$ cat config.mk
export PLATFORM = sky130hd
export DESIGN_NAME = ps2_rx_fifo
export DESIGN_NICKNAME = d
export VERILOG_FILES = /design/src/rtl/ps2_rx_fifo.sv
export SDC_FILE = /design/constraint.sdc
export NUM_CORES = 1
export LEC_CHECK = 0
export ABC_AREA = 0
export BUFFER_PORTS_ARGS = -buffer_cell sky130_fd_sc_hd__buf_2
export CORE_ASPECT_RATIO = 1.2
export CORE_MARGIN = 3
export CORE_UTILIZATION = 56
export CTS_BUF_LIST = sky130_fd_sc_hd__clkbuf_8
export CTS_CLUSTER_DIAMETER = 60
export DETAILED_ROUTE_END_ITERATION = 6
export PLACE_DENSITY = 0.78
export SKIP_CTS_REPAIR_TIMING = 1
export SLEW_MARGIN = 20
export SYNTH_ARGS = -nofsm -noshare
export SYNTH_HDL_FRONTEND = slang
export SYNTH_SLANG_ARGS = --single-unit
$ cat constraint.sdc
create_clock -name CLK -period 2.2 [get_ports CLK]
set_input_delay 0.11 -clock CLK [delete_from_list [all_inputs] [get_ports CLK]]
set_output_delay 0.11 -clock CLK [all_outputs]
set_load 0.02 [all_outputs]
$ cat src/rtl/ps2_rx_fifo.sv
// PS/2 keyboard receiver: synchronises and filters the PS/2 lines, assembles 11-bit frames,
// checks parity/stop, and buffers good scan codes in a small FIFO popped by the processor.
module ps2_rx_fifo #(
    parameter int unsigned FILTER_LEN = 8,
    parameter int unsigned FIFO_AW    = 2,
    parameter logic [7:0]  PORT_ADDR  = 8'h0F,
    parameter int unsigned TIMEOUT    = 50000
) (
    input  logic       CLK,
    input  logic       RST,
    input  logic       ps2c,
    input  logic       DATA_IN,
    input  logic [7:0] POR_ID,
    input  logic       SOLICITUD,
    output logic [7:0] DATA_OUT,
    output logic       EMPTY,
    output logic       FULL,
    output logic       RX_TICK,
    output logic       FRAME_ERR,
    output logic       OVERFLOW
);

    localparam int unsigned DEPTH = 2 ** FIFO_AW;
    localparam int unsigned PW    = FIFO_AW + 1;
    localparam int unsigned WD_W  = $clog2(TIMEOUT + 1);

    typedef enum logic [1:0] {StIdle, StRx, StCheck} state_t;

    // Input synchronisers and clock filter
    logic [1:0]            ps2c_sync_q;
    logic [1:0]            data_sync_q;
    logic [FILTER_LEN-1:0] filt_sr_q;
    logic                  filt_clk_q;
    logic                  fall_tick_q;

    // Frame receiver
    state_t                state_q;
    logic [3:0]            bit_cnt_q;
    logic [9:0]            rx_sr_q;
    logic [WD_W-1:0]       wdog_q;
    logic                  rx_tick_q;
    logic                  frame_err_q;

    // FIFO and read port
    logic [7:0]            mem [DEPTH];
    logic [PW-1:0]         wr_ptr_q;
    logic [PW-1:0]         rd_ptr_q;
    logic [7:0]            data_out_q;
    logic                  overflow_q;
    logic                  sol_q;

    logic                  frame_ok;
    logic                  in_check;
    logic                  fifo_empty;
    logic                  fifo_full;
    logic                  pop_req;
    logic                  do_pop;
    logic                  do_push;
    logic                  drop;

    always_comb begin
        frame_ok   = (^rx_sr_q[8:0]) & rx_sr_q[9];
        in_check   = (state_q == StCheck);
        fifo_empty = (wr_ptr_q == rd_ptr_q);
        fifo_full  = (wr_ptr_q[PW-1] != rd_ptr_q[PW-1]) &&
                     (wr_ptr_q[PW-2:0] == rd_ptr_q[PW-2:0]);
        pop_req    = SOLICITUD & ~sol_q & (POR_ID == PORT_ADDR);
        do_pop     = pop_req & ~fifo_empty;
        // A same-cycle pop frees a slot, so a push into a full FIFO still succeeds.
        do_push    = in_check & frame_ok & (~fifo_full | do_pop);
        drop       = in_check & frame_ok & fifo_full & ~do_pop;
    end

    always_ff @(posedge CLK) begin
        if (RST) begin
            ps2c_sync_q <= 2'b11;
            data_sync_q <= 2'b11;
            filt_sr_q   <= {FILTER_LEN{1'b1}};
            filt_clk_q  <= 1'b1;
            fall_tick_q <= 1'b0;
        end else begin
            ps2c_sync_q <= {ps2c_sync_q[0], ps2c};
            data_sync_q <= {data_sync_q[0], DATA_IN};
            filt_sr_q   <= {filt_sr_q[FILTER_LEN-2:0], ps2c_sync_q[1]};
            if (&filt_sr_q) begin
                filt_clk_q <= 1'b1;
            end else if (~|filt_sr_q) begin
                filt_clk_q <= 1'b0;
            end
            fall_tick_q <= filt_clk_q & ~|filt_sr_q;
        end
    end

    always_ff @(posedge CLK) begin
        if (RST) begin
            state_q     <= StIdle;
            bit_cnt_q   <= 4'd0;
            rx_sr_q     <= 10'd0;
            wdog_q      <= '0;
            rx_tick_q   <= 1'b0;
            frame_err_q <= 1'b0;
        end else begin
            rx_tick_q   <= 1'b0;
            frame_err_q <= 1'b0;
            case (state_q)
                StIdle: begin
                    // A high bit seen while idle is not a start bit; ignore it.
                    if (fall_tick_q && !data_sync_q[1]) begin
                        bit_cnt_q <= 4'd0;
                        wdog_q    <= '0;
                        state_q   <= StRx;
                    end
                end
                StRx: begin
                    if (fall_tick_q) begin
                        rx_sr_q <= {data_sync_q[1], rx_sr_q[9:1]};
                        wdog_q  <= '0;
                        if (bit_cnt_q == 4'd9) begin
                            state_q <= StCheck;
                        end else begin
                            bit_cnt_q <= bit_cnt_q + 4'd1;
                        end
                    end else if (wdog_q == WD_W'(TIMEOUT)) begin
                        state_q     <= StIdle;
                        frame_err_q <= 1'b1;
                    end else begin
                        wdog_q <= wdog_q + WD_W'(1);
                    end
                end
                StCheck: begin
                    state_q <= StIdle;
                    if (frame_ok) begin
                        rx_tick_q <= do_push;
                    end else begin
                        frame_err_q <= 1'b1;
                    end
                end
                default: state_q <= StIdle;
            endcase
        end
    end

    always_ff @(posedge CLK) begin
        if (do_push) begin
            mem[wr_ptr_q[PW-2:0]] <= rx_sr_q[7:0];
        end
    end

    always_ff @(posedge CLK) begin
        if (RST) begin
            wr_ptr_q   <= '0;
            rd_ptr_q   <= '0;
            data_out_q <= 8'h00;
            overflow_q <= 1'b0;
            sol_q      <= 1'b0;
        end else begin
            sol_q <= SOLICITUD;
            if (do_push) begin
                wr_ptr_q <= wr_ptr_q + PW'(1);
            end
            if (pop_req) begin
                if (!fifo_empty) begin
                    data_out_q <= mem[rd_ptr_q[PW-2:0]];
                    rd_ptr_q   <= rd_ptr_q + PW'(1);
                end else begin
                    data_out_q <= 8'h00;
                end
                overflow_q <= 1'b0;
            end
            if (drop) begin
                overflow_q <= 1'b1;
            end
        end
    end

    assign DATA_OUT  = data_out_q;
    assign EMPTY     = fifo_empty;
    assign FULL      = fifo_full;
    assign RX_TICK   = rx_tick_q;
    assign FRAME_ERR = frame_err_q;
    assign OVERFLOW  = overflow_q;

endmodule

Word level (Yosys, flattened, before mapping)
Memories as Yosys holds them, arrays and structs flattened. A register that Yosys moved wholly into a read port is not among the register bits.
Cells that the tools add are included.
{"block": "op_classes", "eq_ne": 14, "add_sub_neg": 4, "bitwise": 16, "n_reduce_logical": 17, "mux": 24}
{"op": "2-to-1 mux 16 bit", "count": 3}
{"op": "case mux 16 bit (2 select lines)", "count": 1}
{"op": "adder 16 x 1 -> 16 bit, second input constant", "count": 1}
{"op": "equality test 16 bit, second input constant", "count": 1}
{"op": "2-to-1 mux 2 bit", "count": 6}
{"op": "2-to-1 mux 4 bit", "count": 3}
{"op": "bitwise AND 1 bit", "count": 9}
{"op": "inequality test 3 bit, second input constant", "count": 3}
{"op": "XOR reduction 9 bit", "count": 1}
{"op": "equality test 8 x 4 -> 1 bit, second input constant", "count": 1}
{"op": "2-to-1 mux 8 bit", "count": 1}
{"op": "case mux 4 bit (2 select lines)", "count": 1}
{"op": "AND reduction 8 bit", "count": 1}
{"op": "OR reduction 8 bit", "count": 1}
{"op": "2-to-1 mux 1 bit", "count": 7}
{"op": "adder 3 x 1 -> 3 bit, second input constant", "count": 2}
{"op": "inequality test 2 bit, second input constant", "count": 3}
{"op": "NOT 1 bit", "count": 6}
{"op": "AND reduction 3 bit", "count": 2}
{"op": "adder 4 x 1 -> 4 bit, second input constant", "count": 1}
{"op": "equality test 4 bit, second input constant", "count": 1}
{"op": "case mux 2 bit (2 select lines)", "count": 1}
{"op": "AND reduction 2 bit", "count": 2}
{"op": "AND reduction 4 bit", "count": 1}
{"op": "other kinds (13)", "count": 16}
{"block": "word_totals", "ramBits": 32, "out_inout_bits": 13, "register_bits": 64, "wordCells": 92, "memories": 1}
{"name": "mem", "words": 4, "word_bits": 8, "rd": 1, "rd_clocked_by_memory_dff": 1, "write_ports": 1, "line_no": "45", "text": "logic [7:0] mem [DEPTH];"}

Depth between registers and ports, before layout
Gate-level depths: netlist of the first run.
{"block": "depth", "word_depth": 8, "ltp_mapped": 8}

Worst setup path before layout of the first run
OpenSTA, ideal clock, no wires.
{"block": "synth_timing", "kind": "reg2reg", "startpoint": "register rx_sr_q[4]", "endpoint": "register wr_ptr_q[2]", "slack_ns": -0.259, "setup_time_ns": 0.121, "period_less_slack_ns": 2.459, "path_stages_with_launch": 6, "arrival_time_ns": 2.338, "n_path_buf": 0, "required_time_ns": 2.079, "path_cell_list": "dfxtp_1 -> xor2_1 -> xnor3_1 -> mux2i_1 -> a211oi_1 -> mux2_2"}
{"block": "synth_via", "elab_chain_cells": 4}
{"element": "from (decl)", "line_no": "39", "text": "logic [9:0] rx_sr_q;"}
{"element": "from (signal assigned)", "line_no": "116", "text": "rx_sr_q <= {data_sync_q[1], rx_sr_q[9:1]};"}
{"element": "XOR reduction 9 bit", "line_no": "62", "text": "frame_ok = (^rx_sr_q[8:0]) & rx_sr_q[9];"}
{"element": "bitwise AND 1 bit", "line_no": "62"}
{"element": "bitwise AND 1 bit (2 in series)", "line_no": "70", "text": "do_push = in_check & frame_ok & (~fifo_full | do_pop);"}
{"element": "to (signal assigned)", "line_no": "159", "text": "wr_ptr_q <= wr_ptr_q + PW'(1);"}
{"element": "to (decl)", "line_no": "46", "text": "logic [PW-1:0] wr_ptr_q;"}
No other way between the ends.
A chain may end at the register's enable or synchronous reset.

Worst setup path in the final report of the first run
{"block": "layout_timing", "startpoint": "register state_q[0]", "endpoint": "register wdog_q[9]"}
{"block": "layout_via", "elab_chain_cells": 3}
{"element": "from (decl)", "line_no": "37", "text": "state_t state_q;"}
{"element": "from (signal assigned)", "line_no": "96", "text": "state_q <= StIdle;"}
{"element": "from (signal assigned)", "line_no": "111", "text": "state_q <= StRx;"}
{"element": "from (signal assigned)", "line_no": "119", "text": "state_q <= StCheck;"}
{"element": "equality test 2 x 1 -> 1 bit or logical NOT 2 bit (tied branches)", "line_no": "105", "text": "case (state_q)"}
{"element": "inequality test 3 bit (no line), or another cell as far along"}
{"element": "AND reduction 3 bit (no line)"}
{"element": "to (signal assigned)", "line_no": "127", "text": "wdog_q <= wdog_q + WD_W'(1);"}
{"element": "to (decl)", "line_no": "40", "text": "logic [WD_W-1:0] wdog_q;"}
Parallel ways exist; a longest one is shown, timed or not.

==> results of run 1 <==
-- placed cells by master (no fill, tap or decap), types with 5 or more instances in the layout --
master    netlist  routed
a21oi_1        20      20
a22oi_1        10      10
buf_2           0      25
buf_4           0      15
clkbuf_8        0       9
dfxtp_1        66      66
edfxtp_1       32      32
ha_1           12      12
inv_1          17      17
inv_6           0       5
mux2i_1         6       6
mux4_2          8       8
nand2_1        31      31
nand2b_1        5       5
nand3_1         5       5
nand4_1         5       5
nor2_1         37      37
nor3_1          6       6
o21ai_0         8       8
or2_2          13      13
xnor2_1        15      15
-- state kept, by name (all words and copies together) (netlist names), 2 cells and up, named ones only --
| signal | flops |
|---|---|
| rd_ptr_q | 3 |
| state_q | 2 |
| data_sync_q | 2 |
| mem | 32 |
| rx_sr_q | 10 |
| ps2c_sync_q | 2 |
| filt_sr_q | 8 |
| DATA_OUT | 8 |
| wdog_q | 16 |
| wr_ptr_q | 3 |
| bit_cnt_q | 4 |
-- metrics by stage --
step | instance area (um2) | hold slack, ns | setup slack [ns]
after global placement | 4399 | 0.3091 | 0.1347
after detailed placement | 4399 | 0.3073 | 0.08209
after floorplan | 4081 | 0.2138 | 0.03754
after global routing | 4616 | 0.2442 | 0.01889
final | 4616 | 0.2186 | 0.1467
after CTS | 4579 | -0.07661 | 0.05956
-- routing by layer --
| layer | track usage, % | share of wire (%) | wire [um] |
|---|---|---|---|
| met4 | 7.921 | 2.0 | 142 |
| met3 | 3.480 | 2.9 | 206 |
| met1 | 21.35 | 42 | 2998 |
| met2 | 33.62 | 53 | 3825 |
| met5 | 0 | 0 | 0 |
-- worst register-to-register path, delay by kind of cell (launching register included) --
family                     cells  cell delay, ns
and+or+nand+nor                1            0.51
buffers and inverters          1            0.08
adders and majority gates      1            0.26
muxes                          1            0.39
DFF                            1            0.37
AOI/OAI and AO/OA              2            0.40
-- area by class of cell --
class,count,share of cell area (%)
well taps,87,2.358
multi-input cells,235,36.68
clock inverters,7,1.220
inverters,17,1.382
repair buffers,44,6.235
flip-flops and latches,98,49.44
clock buffers,9,2.684
-- power groups by stage --
stage | logic [mW] | registers (mW) | clock network [mW]
4_1_cts | 0.0842 | 1.86 | 1.10
3_5_place_dp | 0.0840 | 1.91 | 0
6_report | 0.0890 | 1.86 | 1.06
5_1_grt | 0.100 | 1.87 | 1.17
2_1_floorplan | 0.0553 | 1.90 | 0
3_3_place_gp | 0.0819 | 1.91 | 0
-- synth_stat cells, drive strengths merged --
library cell	count	area [um2]
o31ai	2	15.01
and4b	1	10.01
a2111o	1	12.51
nand3	5	25.02
mux2	3	33.78
xor2	4	35.03
dfxtp	66	1321
clkbuf	10	37.54
mux4	8	180.2
nor2b	4	25.02
nor4b	1	8.760
inv	17	63.81
nor4	5	46.29
buf	3	11.26
nor2	37	138.9
a21oi	20	100.1
o21bai	2	15.01
edfxtp	32	960.9
nand4b	1	8.760
nor3b	3	22.52
nand2b	5	31.28
mux2i	6	60.06
a211oi	7	67.57
or4b	1	13.76
a31o	1	8.760
xnor3	1	22.52
and2	4	25.02
xnor2	15	131.4
or2	13	81.33
nor3	6	30.03
nand2	31	116.4
or4	3	22.52
a21o	1	8.760
nand4	5	31.28
a22oi	10	75.07
xor3	1	23.77
and4	1	8.760
a2bb2oi	1	15.01
or3	3	18.77
nand3b	3	22.52
o21ai	8	40.04
ha	12	150.1
-- how the worst max path moves through the flow --
| stage | start | to | slack [ns] | cells after the start |
|---|---|---|---|---|
| after floorplan | rx_sr_q[4]$_SDFFE_PP0P_ | wr_ptr_q[2]$_SDFFE_PP0N_ | 0.04 | 5 |
| after global placement | rx_sr_q[4]$_SDFFE_PP0P_ | mem[0][2]$_DFFE_PP_ | 0.13 | 5 |
| after detailed placement | rx_sr_q[4]$_SDFFE_PP0P_ | mem[2][1]$_DFFE_PP_ | 0.08 | 5 |
| after CTS | rx_sr_q[7]$_SDFFE_PP0P_ | mem[2][0]$_DFFE_PP_ | 0.06 | 5 |
| after global routing | rx_sr_q[0]$_SDFFE_PP0P_ | mem[1][0]$_DFFE_PP_ | 0.02 | 6 |
| final | state_q[0]$_SDFFE_PP0P_ | wdog_q[9]$_SDFFE_PP0P_ | 0.15 | 6 |
-- logic make-up (layout without fill, tap and decap cells) --
group	Yosys count	in the layout	share of synthesized area [%]
buffers and inverters	30	77	2.762
multiplexers	17	17	6.722
XOR/XNOR	21	21	5.218
flip-flops	98	98	55.99
adder cells (fa/ha/maj)	12	12	3.683
AND/OR/NAND/NOR	132	132	16.85
AO/OA/AOI/OAI	53	53	8.778
==> insert_results.sql, run 1 <==
INSERT INTO impl_metrics (metric_group, metric, value, unit) VALUES
('finish', 'register_area', '2282', 'um2'),
('grt', 'largest_net_degree_at_the_start_of_global_routing', '34', ''),
('finish', 'final_core_utilization', '66.54', '%'),
('grt', 'global_route_wire_length_before_repair', '12.41', 'mm'),
('sta', 'report.final.slew_viol_count', '0', ''),
('clock_network', 'cts_made_buffers', '9', ''),
('critical_path', 'worst_r2r_path_depth', '6', ''),
('min_path', 'hp-class', 'in2reg', ''),
('synthesis', 'synth.yosys.seq_area_share', '55.99', '%'),
('critical_path', 'critical_path_peak_fanout', '12', ''),
('clock_network', 'max-clock-path-buffers', '2', ''),
('placement', 'placed_cell_count', '478', ''),
('finish', 'fill_cells', '543', ''),
('pwr', 'finalPower', '3.017', 'mW'),
('die', 'io_pins', '26', ''),
('pwr', 'pwr-share-comb', '3.0', '%'),
('grt', 'global_route.usage.total', '18.54', '%'),
('sta', 'clock_skew', '0.01267', 'ns'),
('grt', 'first_global_vias', '2726', ''),
('pwr', 'power.switching', '688.5', 'uW'),
('clock_network', 'cts_root_buffer', 'clkbuf_8', ''),
('routing', 'detailedRoute.firstPassIterationCount', '4', ''),
('finish', 'fin_nets', '430', ''),
('finish', 'layoutNonFillerInstCount', '497', ''),
('pwr', 'clock_power_share', '35.3', '%'),
('sta', 'worst_slew_margin_rel', '53.75', '%'),
('critical_path', 'critical_path.reg2reg.endpoint', 'wdog_q[9]$_SDFFE_PP0P_', ''),
('clock_network', 'clock_tree_from_tritoncts', 'done', ''),
('synthesis', 'synth_fp_nets', '388', ''),
('sta', 'setup_viol', '0', ''),
('die', 'die_area', '8343', 'um2'),
('placement', 'detailed_place_hpwl', '5.251', 'mm'),
('critical_path', 'regToRegSetupSlack', '0.15', 'ns'),
('sta', 'max_slew.worst_pin.slew', '0.6911', 'ns'),
('pwr', 'share_seq_of_total_power', '61.8', '%'),
('sta', 'period_share', '93.33', '%'),
('die', 'fp.dieW', '83.89', 'um'),
('sta', 'tns', '0', 'ns'),
('die', 'die_h', '99.46', 'um'),
('finish', 'antenna_cells_inserted', '0', ''),
('die', 'initial_core_utilization', '58.77', '%'),
('synthesis', 'syn_area_per_cell', '11.23', 'um2'),
('synthesis', 'syn_area', '4076', 'um2'),
('critical_path', 'cp_top_family', 'simple AND/OR/NAND/NOR gates', ''),
('clock_network', 'clock_transition_at_the_registers_of_the_reported_paths', '0.10', 'ns'),
('min_path', 'worst_hold_path.endpoint', 'DATA_OUT[7]$_SDFFE_PP0P_', ''),
('clock_network', 'cts_max_level', '3', ''),
('pwr', 'cellPowerDensity', '653.5', 'nW/um2'),
('synthesis', 'synth-seq-cells', '98', ''),
('critical_path', 'startpoint_type', 'flop', ''),
('min_path', 'hold_start', 'RST', ''),
('critical_path', 'critPathCaptureType', 'flop', ''),
('routing', 'dr_total_vias', '2719', ''),
('routing', 'wl', '7.173', 'mm'),
('critical_path', 'cp.buffers_inverters', '1', ''),
('clock_network', 'clk-insertion-delay-late', '0.36', 'ns'),
('finish', 'area_growth', '13.23', '%'),
('critical_path', 'critPathArrivalTime', '2.35', 'ns'),
('routing', 'final_antenna_net_count', '0', ''),
('run_status', 'status', 'complete, no violations', ''),
('critical_path', 'cpMaxStageDelayCell', 'or4_1', ''),
('sta', 'timing_hold_violations_final', '0', ''),
('routing', 'routedWlPerCell', '14.43', 'um'),
('synthesis', 'netlist-cell-type-count', '44', ''),
('critical_path', 'critical-path-max-stage-delay', '0.51', 'ns'),
('pwr', 'worst_ir_drop_vdd', '0.4646', 'mV'),
('critical_path', 'reg_to_reg_start', 'state_q[0]$_SDFFE_PP0P_', ''),
('pwr', 'power.share.switching', '22.82', '%'),
('clock_network', 'cts_sinks', '98', ''),
('finish', 'layout-drive-gt1-share', '22.44', '%'),
('grt', 'number_of_antenna_violations_at_the_first_check_in_global_routing', '0', '');
(Power assumes the default switching activity.)
==> run 2, diff against run 1 <==
--- a/config.mk
+++ b/config.mk
@@ -5,9 +5,9 @@
 export SDC_FILE = /design/constraint.sdc
 export NUM_CORES = 1
 export LEC_CHECK = 0
-export ABC_AREA = 0
+export ABC_AREA = 1
 export BUFFER_PORTS_ARGS = -buffer_cell sky130_fd_sc_hd__buf_2
-export CORE_ASPECT_RATIO = 1.2
+export CORE_ASPECT_RATIO = 0.8
 export CORE_MARGIN = 3
 export CORE_UTILIZATION = 56
 export CTS_BUF_LIST = sky130_fd_sc_hd__clkbuf_8
==> run 2 against run 1 <==
Against the previous run:
- synthesized cell count is 41% higher
- clock power is 10% higher
- utilization decreased by 1.5 points
- setup slack better by 0.033 ns
- worst hold slack worse by 0.079 ns
- design area grew 5.6%
- first-iteration DRC count up 140%
- non-clock buffer count down 6
- critical path type unchanged
- critical endpoint is now mem[0][0]$_DFFE_PP_
- highest routed layer unchanged
==> insert_results.sql, run 2 <==
INSERT INTO impl_metrics (metric_group, metric, value, unit) VALUES
('run_status', 'status', 'complete, no violations', ''),
('routing', 'routedWlPerCell', '13.42', 'um'),
('finish', 'area_growth', '11.51', '%'),
('synthesis', 'synth_warn', '0', ''),
('sta', 'tns', '0', 'ns'),
('pwr', 'power.leakage', '2.011', 'nW'),
('clock_network', 'clock_tree_from_tritoncts', 'done', ''),
('sta', 'report.final.slew_viol_count', '0', ''),
('synthesis', 'synthDominantCellAreaShare', '30.22', '%'),
('finish', 'layout-drive-gt1-share', '15.76', '%'),
('placement', 'dpl_cell_area', '4628', 'um2'),
('synthesis', 'synth-seq-cells', '98', ''),
('grt', 'number_of_antenna_violations_at_the_first_check_in_global_routing', '0', ''),
('critical_path', 'critical_path_peak_fanout', '8', ''),
('routing', 'viasPerCell', '5.339', ''),
('critical_path', 'worst_r2r_path_depth', '11', ''),
('grt', 'largest_net_degree_at_the_start_of_global_routing', '28', ''),
('finish', 'most-common-layout-cells', '88 x nand2_1, 79 x nor2_1, 61 x dfxtp_1, 44 x inv_1, 34 x a21oi_1', ''),
('grt', 'use_met2', '33.72', '%'),
('critical_path', 'critPathCaptureType', 'flop', ''),
('synthesis', 'synthDominantAreaCellType', 'dfxtp_1', ''),
('die', 'std_cell_rows', '28', ''),
('min_path', 'hold_start', 'RST', ''),
('clock_network', 'max-clock-path-buffers', '2', ''),
('critical_path', 'critPathArrivalTime', '2.11', 'ns'),
('die', 'die_area', '8909', 'um2'),
('sta', 'period_share', '91.83', '%'),
('grt', 'first_global_vias', '3168', ''),
('routing', 'dr_total_vias', '3508', ''),
('routing', 'detail_route.drc_violations', '0', ''),
('clock_network', 'clock_transition_at_the_registers_of_the_reported_paths', '0.11', 'ns'),
('routing', 'first_iter_violations', '340', ''),
('finish', 'layout.cell_area.non_filler', '4875', 'um2'),
('finish', 'fin_nets', '572', ''),
('grt', 'groute.layer.met1.usage', '26.98', '%'),
('grt', 'global_route_wire_length_before_repair', '14.70', 'mm'),
('critical_path', 'critical_path.reg2reg.endpoint', 'mem[0][0]$_DFFE_PP_', ''),
('placement', 'detailed_place_hpwl', '6.401', 'mm'),
('die', 'initial_core_utilization', '58.31', '%'),
('grt', 'grt-busiest-layer', 'met2', ''),
('sta', 'setup_viol', '0', ''),
('clock_network', 'cts_max_level', '3', ''),
('synthesis', 'synth.yosys.seq_area_share', '52.20', '%'),
('synthesis', 'netlist_top_cells_count', '88 x nand2_1, 79 x nor2_1, 66 x dfxtp_1', ''),
('min_path', 'worst_hold_path.endpoint', 'FRAME_ERR$_SDFF_PP0_', ''),
('clock_network', 'clk-insertion-delay-late', '0.38', 'ns'),
('critical_path', 'crit_type', 'reg2reg', ''),
('sta', 'max_slew.worst_pin.slew', '0.4506', 'ns'),
('synthesis', 'main_area_contributors_after_synthesis', 'dfxtp_1 30%, edfxtp_1 22%, nand2_1 7.6%', ''),
('synthesis', 'number_of_cells_produced_by_synthesis', '513', ''),
('die', 'fp.dieW', '104.8', 'um'),
('clock_network', 'cts_sinks', '98', ''),
('pwr', 'cellPowerDensity', '784.0', 'nW/um2'),
('die', 'io_pins', '26', ''),
('grt', 'grt_overflow', '0', ''),
('sta', 'worst_slew_margin_rel', '69.92', '%'),
('finish', 'fill_cells', '651', ''),
('synthesis', 'syn_area', '4372', 'um2'),
('min_path', 'hold_depth', '4', ''),
('synthesis', 'netlist-cell-type-count', '37', ''),
('finish', 'layout_commonest_cell', 'nand2_1', ''),
('synthesis', 'synth_fp_nets', '538', ''),
('critical_path', 'regToRegSetupSlack', '0.18', 'ns'),
('pwr', 'worst_ir_drop_vdd', '0.6801', 'mV'),
('routing', 'detailedRoute.firstPassIterationCount', '5', ''),
('finish', 'antenna_cells_inserted', '0', ''),
('critical_path', 'reg_to_reg_start', 'rx_sr_q[7]$_SDFFE_PP0P_', ''),
('sta', 'timing_hold_violations_final', '0', ''),
('placement', 'buffer_ports.inserted', '25', ''),
('critical_path', 'startpoint_type', 'flop', ''),
('routing', 'wl', '8.817', 'mm'),
('synthesis', 'synth_top_flop_cell', 'dfxtp_1', ''),
('routing', 'final_antenna_net_count', '0', ''),
('synthesis', 'yosys.cell_count.top_type', 'nand2_1', ''),
('grt', 'global_route.usage.total', '20.50', '%'),
('clock_network', 'cts_made_buffers', '9', ''),
('sta', 'period_needed', '2.020', 'ns'),
('placement', 'place_congestion', '0.8698', ''),
('clock_network', 'cts_root_buffer', 'clkbuf_8', ''),
('critical_path', 'cp_data_required_time', '2.29', 'ns'),
('finish', 'largest_register_ff_count', '32', ''),
('sta', 'clock_skew', '0.01856', 'ns'),
('grt', 'met3_usage', '5.399', '%'),
('run', 'maxCapViolations', '0', ''),
('synthesis', 'syn_area_per_cell', '8.522', 'um2'),
('sta', 'fmaxAchievable', '495.0', 'MHz'),
('min_path', 'hp-class', 'in2reg', ''),
('sta', 'grt_setup_unrepaired', 'false', ''),
('synthesis', 'synth-edff-count', '32', ''),
('synthesis', 'synth-async-reset-ratio', '0', '%'),
('die', 'core_area', '7497', 'um2'),
('die', 'die_h', '85.03', 'um');
[run 2: changes by cell type after synthesis, sizes merged, moves of 8 or more]
cell,change
a22oi,-10
o21ai,+23
nor2,+44
o32ai,+8
nand2,+61
a21oi,+14
xnor2,-12
inv,+34
mux4,-8
nand3,+29
[run 2: area by class of cell]
cell class | count | area [um2] | share of cell area, %
well taps | 105 | 131.4 | 2.695
clock buffers | 9 | 123.9 | 2.541
multi-input cells | 349 | 1823 | 37.40
clock inverters | 7 | 86.33 | 1.771
inverters | 51 | 191.4 | 3.927
flip-flops and latches | 98 | 2288 | 46.95
repair buffers | 38 | 230.2 | 4.723
[run 2: per-stage QoR]
| stage | utilization, % | setup WS (ns) | hold slack, ns | total power [mW] | cells |
|---|---|---|---|---|---|
| floorplan | - | 0.2759 | 0.2138 | 2.550 | 513 |
| finish | 65.02 | 0.1798 | 0.1396 | 3.822 | 657 |
| global route | 65.02 | 0.01395 | 0.1734 | 4.021 | 657 |
| CTS | 64.54 | 0.1477 | -0.09842 | 3.844 | 654 |
| detailed placement | 61.73 | 0.1659 | 0.3009 | 2.678 | 638 |
| global placement | 61.73 | 0.3416 | 0.2928 | 2.659 | 638 |
[run 2: kinds of logic (layout without fill, tap and decap cells)]
kind of cell	count (synthesis)	count (layout)	share of synthesized area (%)
flops	98	98	52.20
buf+inv	66	105	6.096
xor+xnor	13	13	2.604
simple gates	244	244	24.93
fa+ha+maj	12	12	3.434
compound gates	80	80	10.73
[run 2: worst max-delay path by stage]
stage                                  startpoint  depth (start not counted)  slack [ns]                   to
final                     rx_sr_q[7]$_SDFFE_PP0P_                         11        0.18  mem[0][0]$_DFFE_PP_
after global routing      rx_sr_q[1]$_SDFFE_PP0P_                          8        0.01  mem[0][0]$_DFFE_PP_
after CTS                 rx_sr_q[5]$_SDFFE_PP0P_                         11        0.15  mem[0][0]$_DFFE_PP_
after detailed placement  rx_sr_q[5]$_SDFFE_PP0P_                         11        0.17  mem[0][0]$_DFFE_PP_
after global placement    rx_sr_q[7]$_SDFFE_PP0P_                         11        0.34  mem[2][2]$_DFFE_PP_
after floorplan           rx_sr_q[5]$_SDFFE_PP0P_                         10        0.28  mem[0][0]$_DFFE_PP_
[run 2: critical path, stage by stage, from the launching register on]
cell	delay (ns)
dfxtp_2	0.44
inv_2	0.07
nand2_1	0.08
nand2_1	0.08
nand2_2	0.07
nand3_2	0.08
nand3_1	0.09
nand2_1	0.08
nor2_2	0.20
nand3_2	0.20
nor2_1	0.14
buf_4	0.19
[run 2: routing by layer]
metal,vias up,share of wire (%)
met2,108,46
met4,0,1.2
li1,1774,-
met1,1616,46
met3,10,6.3
met5,-,0
[run 2: where the power goes]
group	total [mW]	internal, mW	leakage, nW	switching (mW)
combinational	0.694	0.223	0.998	0.471
sequential	1.96	1.91	0.909	0.0471
clock	1.17	0.457	0.105	0.710
total	3.82	2.59	2.01	1.23
==> run 3, diff against run 2 <==
--- a/config.mk
+++ b/config.mk
@@ -5,7 +5,6 @@
 export SDC_FILE = /design/constraint.sdc
 export NUM_CORES = 1
 export LEC_CHECK = 0
-export ABC_AREA = 1
 export BUFFER_PORTS_ARGS = -buffer_cell sky130_fd_sc_hd__buf_2
 export CORE_ASPECT_RATIO = 0.8
 export CORE_MARGIN = 3
@@ -13,7 +12,7 @@
 export CTS_BUF_LIST = sky130_fd_sc_hd__clkbuf_8
 export CTS_CLUSTER_DIAMETER = 60
 export DETAILED_ROUTE_END_ITERATION = 6
-export PLACE_DENSITY = 0.78
+export PLACE_DENSITY = 0.77
 export SKIP_CTS_REPAIR_TIMING = 1
 export SLEW_MARGIN = 20
 export SYNTH_ARGS = -nofsm -noshare
==> run 3 against run 2 <==
Against the previous run:
- clock skew decreased by 0.0091 ns
- combinational power decreased by 87%
- utilization rose by 2.6 points
- largest power group unchanged
- wire length decreased by 12%
- register-to-register slack lost 0.07 ns
- fmax down 3.5%
- die area down 6.3%
- cell count decreased by 24%
- non-clock buffer count increased by 11
- sequential power down 5%
- critical path depth shrank 5
- largest cell class unchanged
- critical path type unchanged
==> insert_results.sql, run 3 (same netlist as run 1, synthesis figures left out) <==
INSERT INTO impl_metrics (metric_group, metric, value, unit) VALUES
('sta', 'timing_hold_violations_final', '0', ''),
('grt', 'grt_overflow', '0', ''),
('clock_network', 'max-clock-path-buffers', '2', ''),
('grt', 'global_route_wire_length_before_repair', '12.54', 'mm'),
('clock_network', 'clock_transition_at_the_registers_of_the_reported_paths', '0.09', 'ns'),
('critical_path', 'critPathArrivalTime', '2.38', 'ns'),
('placement', 'buffer_ports.inserted', '25', ''),
('sta', 'report.final.slew_viol_count', '0', ''),
('clock_network', 'cts_max_level', '3', ''),
('critical_path', 'crit_type', 'reg2reg', ''),
('sta', 'setup_viol', '0', ''),
('finish', 'largest_register_ff_count', '32', ''),
('critical_path', 'cpMaxStageDelayCell', 'or4_1', ''),
('critical_path', 'startpoint_type', 'flop', ''),
('sta', 'clock_skew', '0.009437', 'ns'),
('die', 'die_area', '8345', 'um2'),
('routing', 'wl', '7.789', 'mm'),
('finish', 'layout.cell_area.non_filler', '4705', 'um2'),
('sta', 'tns', '0', 'ns'),
('pwr', 'power.leakage', '1.713', 'nW'),
('finish', 'layout-drive-gt1-share', '23.86', '%'),
('routing', 'detailedRoute.firstPassIterationCount', '4', ''),
('clock_network', 'clk-insertion-delay-late', '0.37', 'ns'),
('finish', 'most-common-layout-cells', '65 x dfxtp_1, 37 x nor2_1, 32 x edfxtp_1, 31 x nand2_1, 25 x buf_2', ''),
('routing', 'detail_route.drc_violations', '0', ''),
('min_path', 'hold_depth', '2', ''),
('sta', 'worst_slew_margin_rel', '63.30', '%'),
('routing', 'routedWlPerCell', '15.52', 'um'),
('finish', 'multi_input_area', '1694', 'um2'),
('die', 'std_cell_rows', '27', ''),
('critical_path', 'cp_data_required_time', '2.49', 'ns'),
('clock_network', 'cts_root_buffer', 'clkbuf_8', ''),
('run_status', 'status', 'complete, no violations', ''),
('critical_path', 'timing.critical_path.cells', 'inv_1, ha_1, mux2_4, a21o_2, or4_1, a21oi_1', ''),
('grt', 'number_of_antenna_violations_at_the_first_check_in_global_routing', '0', ''),
('critical_path', 'critical-path-max-stage-delay', '0.52', 'ns'),
('pwr', 'cellPowerDensity', '704.1', 'nW/um2'),
('die', 'fp.dieW', '101.4', 'um'),
('sta', 'period_needed', '2.093', 'ns'),
('finish', 'register_area', '2283', 'um2'),
('placement', 'dpl_cell_area', '4424', 'um2'),
('critical_path', 'worst_r2r_path_depth', '6', ''),
('pwr', 'finalPower', '3.312', 'mW'),
('die', 'io_pins', '26', ''),
('critical_path', 'reg_to_reg_start', 'state_q[0]$_SDFFE_PP0P_', ''),
('critical_path', 'critical_path.reg2reg.endpoint', 'wdog_q[9]$_SDFFE_PP0P_', ''),
('routing', 'dr_total_vias', '2730', ''),
('sta', 'period_share', '95.12', '%'),
('die', 'core_area', '6959', 'um2'),
('min_path', 'worst_hold_path.endpoint', 'DATA_OUT[2]$_SDFFE_PP0P_', ''),
('clock_network', 'clock_tree_from_tritoncts', 'done', ''),
('placement', 'detailed_place_hpwl', '5.698', 'mm'),
('critical_path', 'critical_path_peak_fanout', '10', ''),
('placement', 'detailedPlace.worstSlack', '0.02884', 'ns'),
('routing', 'final_antenna_net_count', '0', ''),
('finish', 'layoutNonFillerInstCount', '502', ''),
('finish', 'area_growth', '15.41', '%'),
('sta', 'setup_slack', '0.1074', 'ns'),
('grt', 'global_route.usage.total', '19.94', '%'),
('critical_path', 'critPathCaptureType', 'flop', ''),
('clock_network', 'cts_made_buffers', '9', ''),
('die', 'die_h', '82.31', 'um'),
('sta', 'grt_setup_unrepaired', 'false', ''),
('sta', 'max_slew.worst_pin.slew', '0.5497', 'ns'),
('pwr', 'worst_ir_drop_vdd', '0.4040', 'mV'),
('min_path', 'hp-class', 'in2reg', ''),
('placement', 'place_congestion', '0.7697', ''),
('run', 'maxCapViolations', '0', ''),
('min_path', 'hold_start', 'RST', ''),
('critical_path', 'regToRegSetupSlack', '0.11', 'ns'),
('placement', 'placed_cell_count', '483', ''),
('finish', 'fill_cells', '511', ''),
('finish', 'antenna_cells_inserted', '0', ''),
('grt', 'largest_net_degree_at_the_start_of_global_routing', '29', ''),
('grt', 'first_global_vias', '2554', ''),
('finish', 'fin_nets', '435', ''),
('die', 'initial_core_utilization', '58.58', '%'),
('routing', 'first_iter_violations', '110', ''),
('clock_network', 'cts_sinks', '98', ''),
('finish', 'layout_commonest_cell', 'dfxtp_1', ''),
('routing', 'viasPerCell', '5.438', ''),
('sta', 'fmaxAchievable', '477.9', 'MHz');
[run 3: cell types whose count changed in the layout (fill, tap and decap cells not counted), sizes merged, moves of 14 or more]
cell,change
nand3,-29
nand2,-61
nor2,-44
inv,-37
o21ai,-23
a21oi,-14
[run 3: cell type report]
cell class	instances	area share (%)
well taps	87	2.314
inverters	17	1.356
flip-flops and latches	98	48.54
clock buffers	9	2.633
multi-input cells	235	36.01
clock inverters	7	2.500
repair buffers	49	6.649
[run 3: worst max-delay path by stage]
| stage | startpoint | endpoint | slack, ns |
|---|---|---|---|
| 6_report | state_q[0]$_SDFFE_PP0P_ | wdog_q[9]$_SDFFE_PP0P_ | 0.11 |
| 3_5_place_dp | rx_sr_q[0]$_SDFFE_PP0P_ | mem[0][5]$_DFFE_PP_ | 0.03 |
| 4_1_cts | rx_sr_q[0]$_SDFFE_PP0P_ | mem[0][4]$_DFFE_PP_ | 0.02 |
| 5_1_grt | rx_sr_q[3]$_SDFFE_PP0P_ | mem[3][0]$_DFFE_PP_ | 0.005 |
| 2_1_floorplan | rx_sr_q[4]$_SDFFE_PP0P_ | wr_ptr_q[2]$_SDFFE_PP0N_ | 0.04 |
| 3_3_place_gp | rx_sr_q[4]$_SDFFE_PP0P_ | mem[0][5]$_DFFE_PP_ | 0.12 |
[run 3: power by group]
group / internal, mW / total, mW / switching, mW
clock: 0.754 / 1.36 / 0.605
combinational: 0.0393 / 0.0898 / 0.0505
sequential: 1.86 / 1.86 / 0.00344
[run 3: critical path, delay by kind of cell, from the launching register on]
family	cells	cell delay, ns
and+or+nand+nor	1	0.52
AOI/OAI and AO/OA	2	0.43
muxes	1	0.38
DFF	1	0.36
adders and majority gates	1	0.27
buffers and inverters	1	0.07
[run 3: per-layer routing]
layer  track usage, %  vias to the layer above  share of wire [%]  wire (um)
met3            5.122                        7                6.1        473
met4            5.710                        0                1.1         84
met5                0                        -                  0          0
met1            29.18                     1292                 50       3862
li1                 -                     1365                  -          -
met2            29.37                       66                 43       3369
[run 3: metrics by stage]
| stage | utilization, % | hold slack (ns) |
|---|---|---|
| after floorplan | - | 0.2138 |
| after global placement | 63.57 | 0.2953 |
| after detailed placement | 63.57 | 0.2958 |
| after CTS | 67.04 | -0.09205 |
| after global routing | 67.60 | 0.1860 |
| final | 67.60 | 0.1689 |
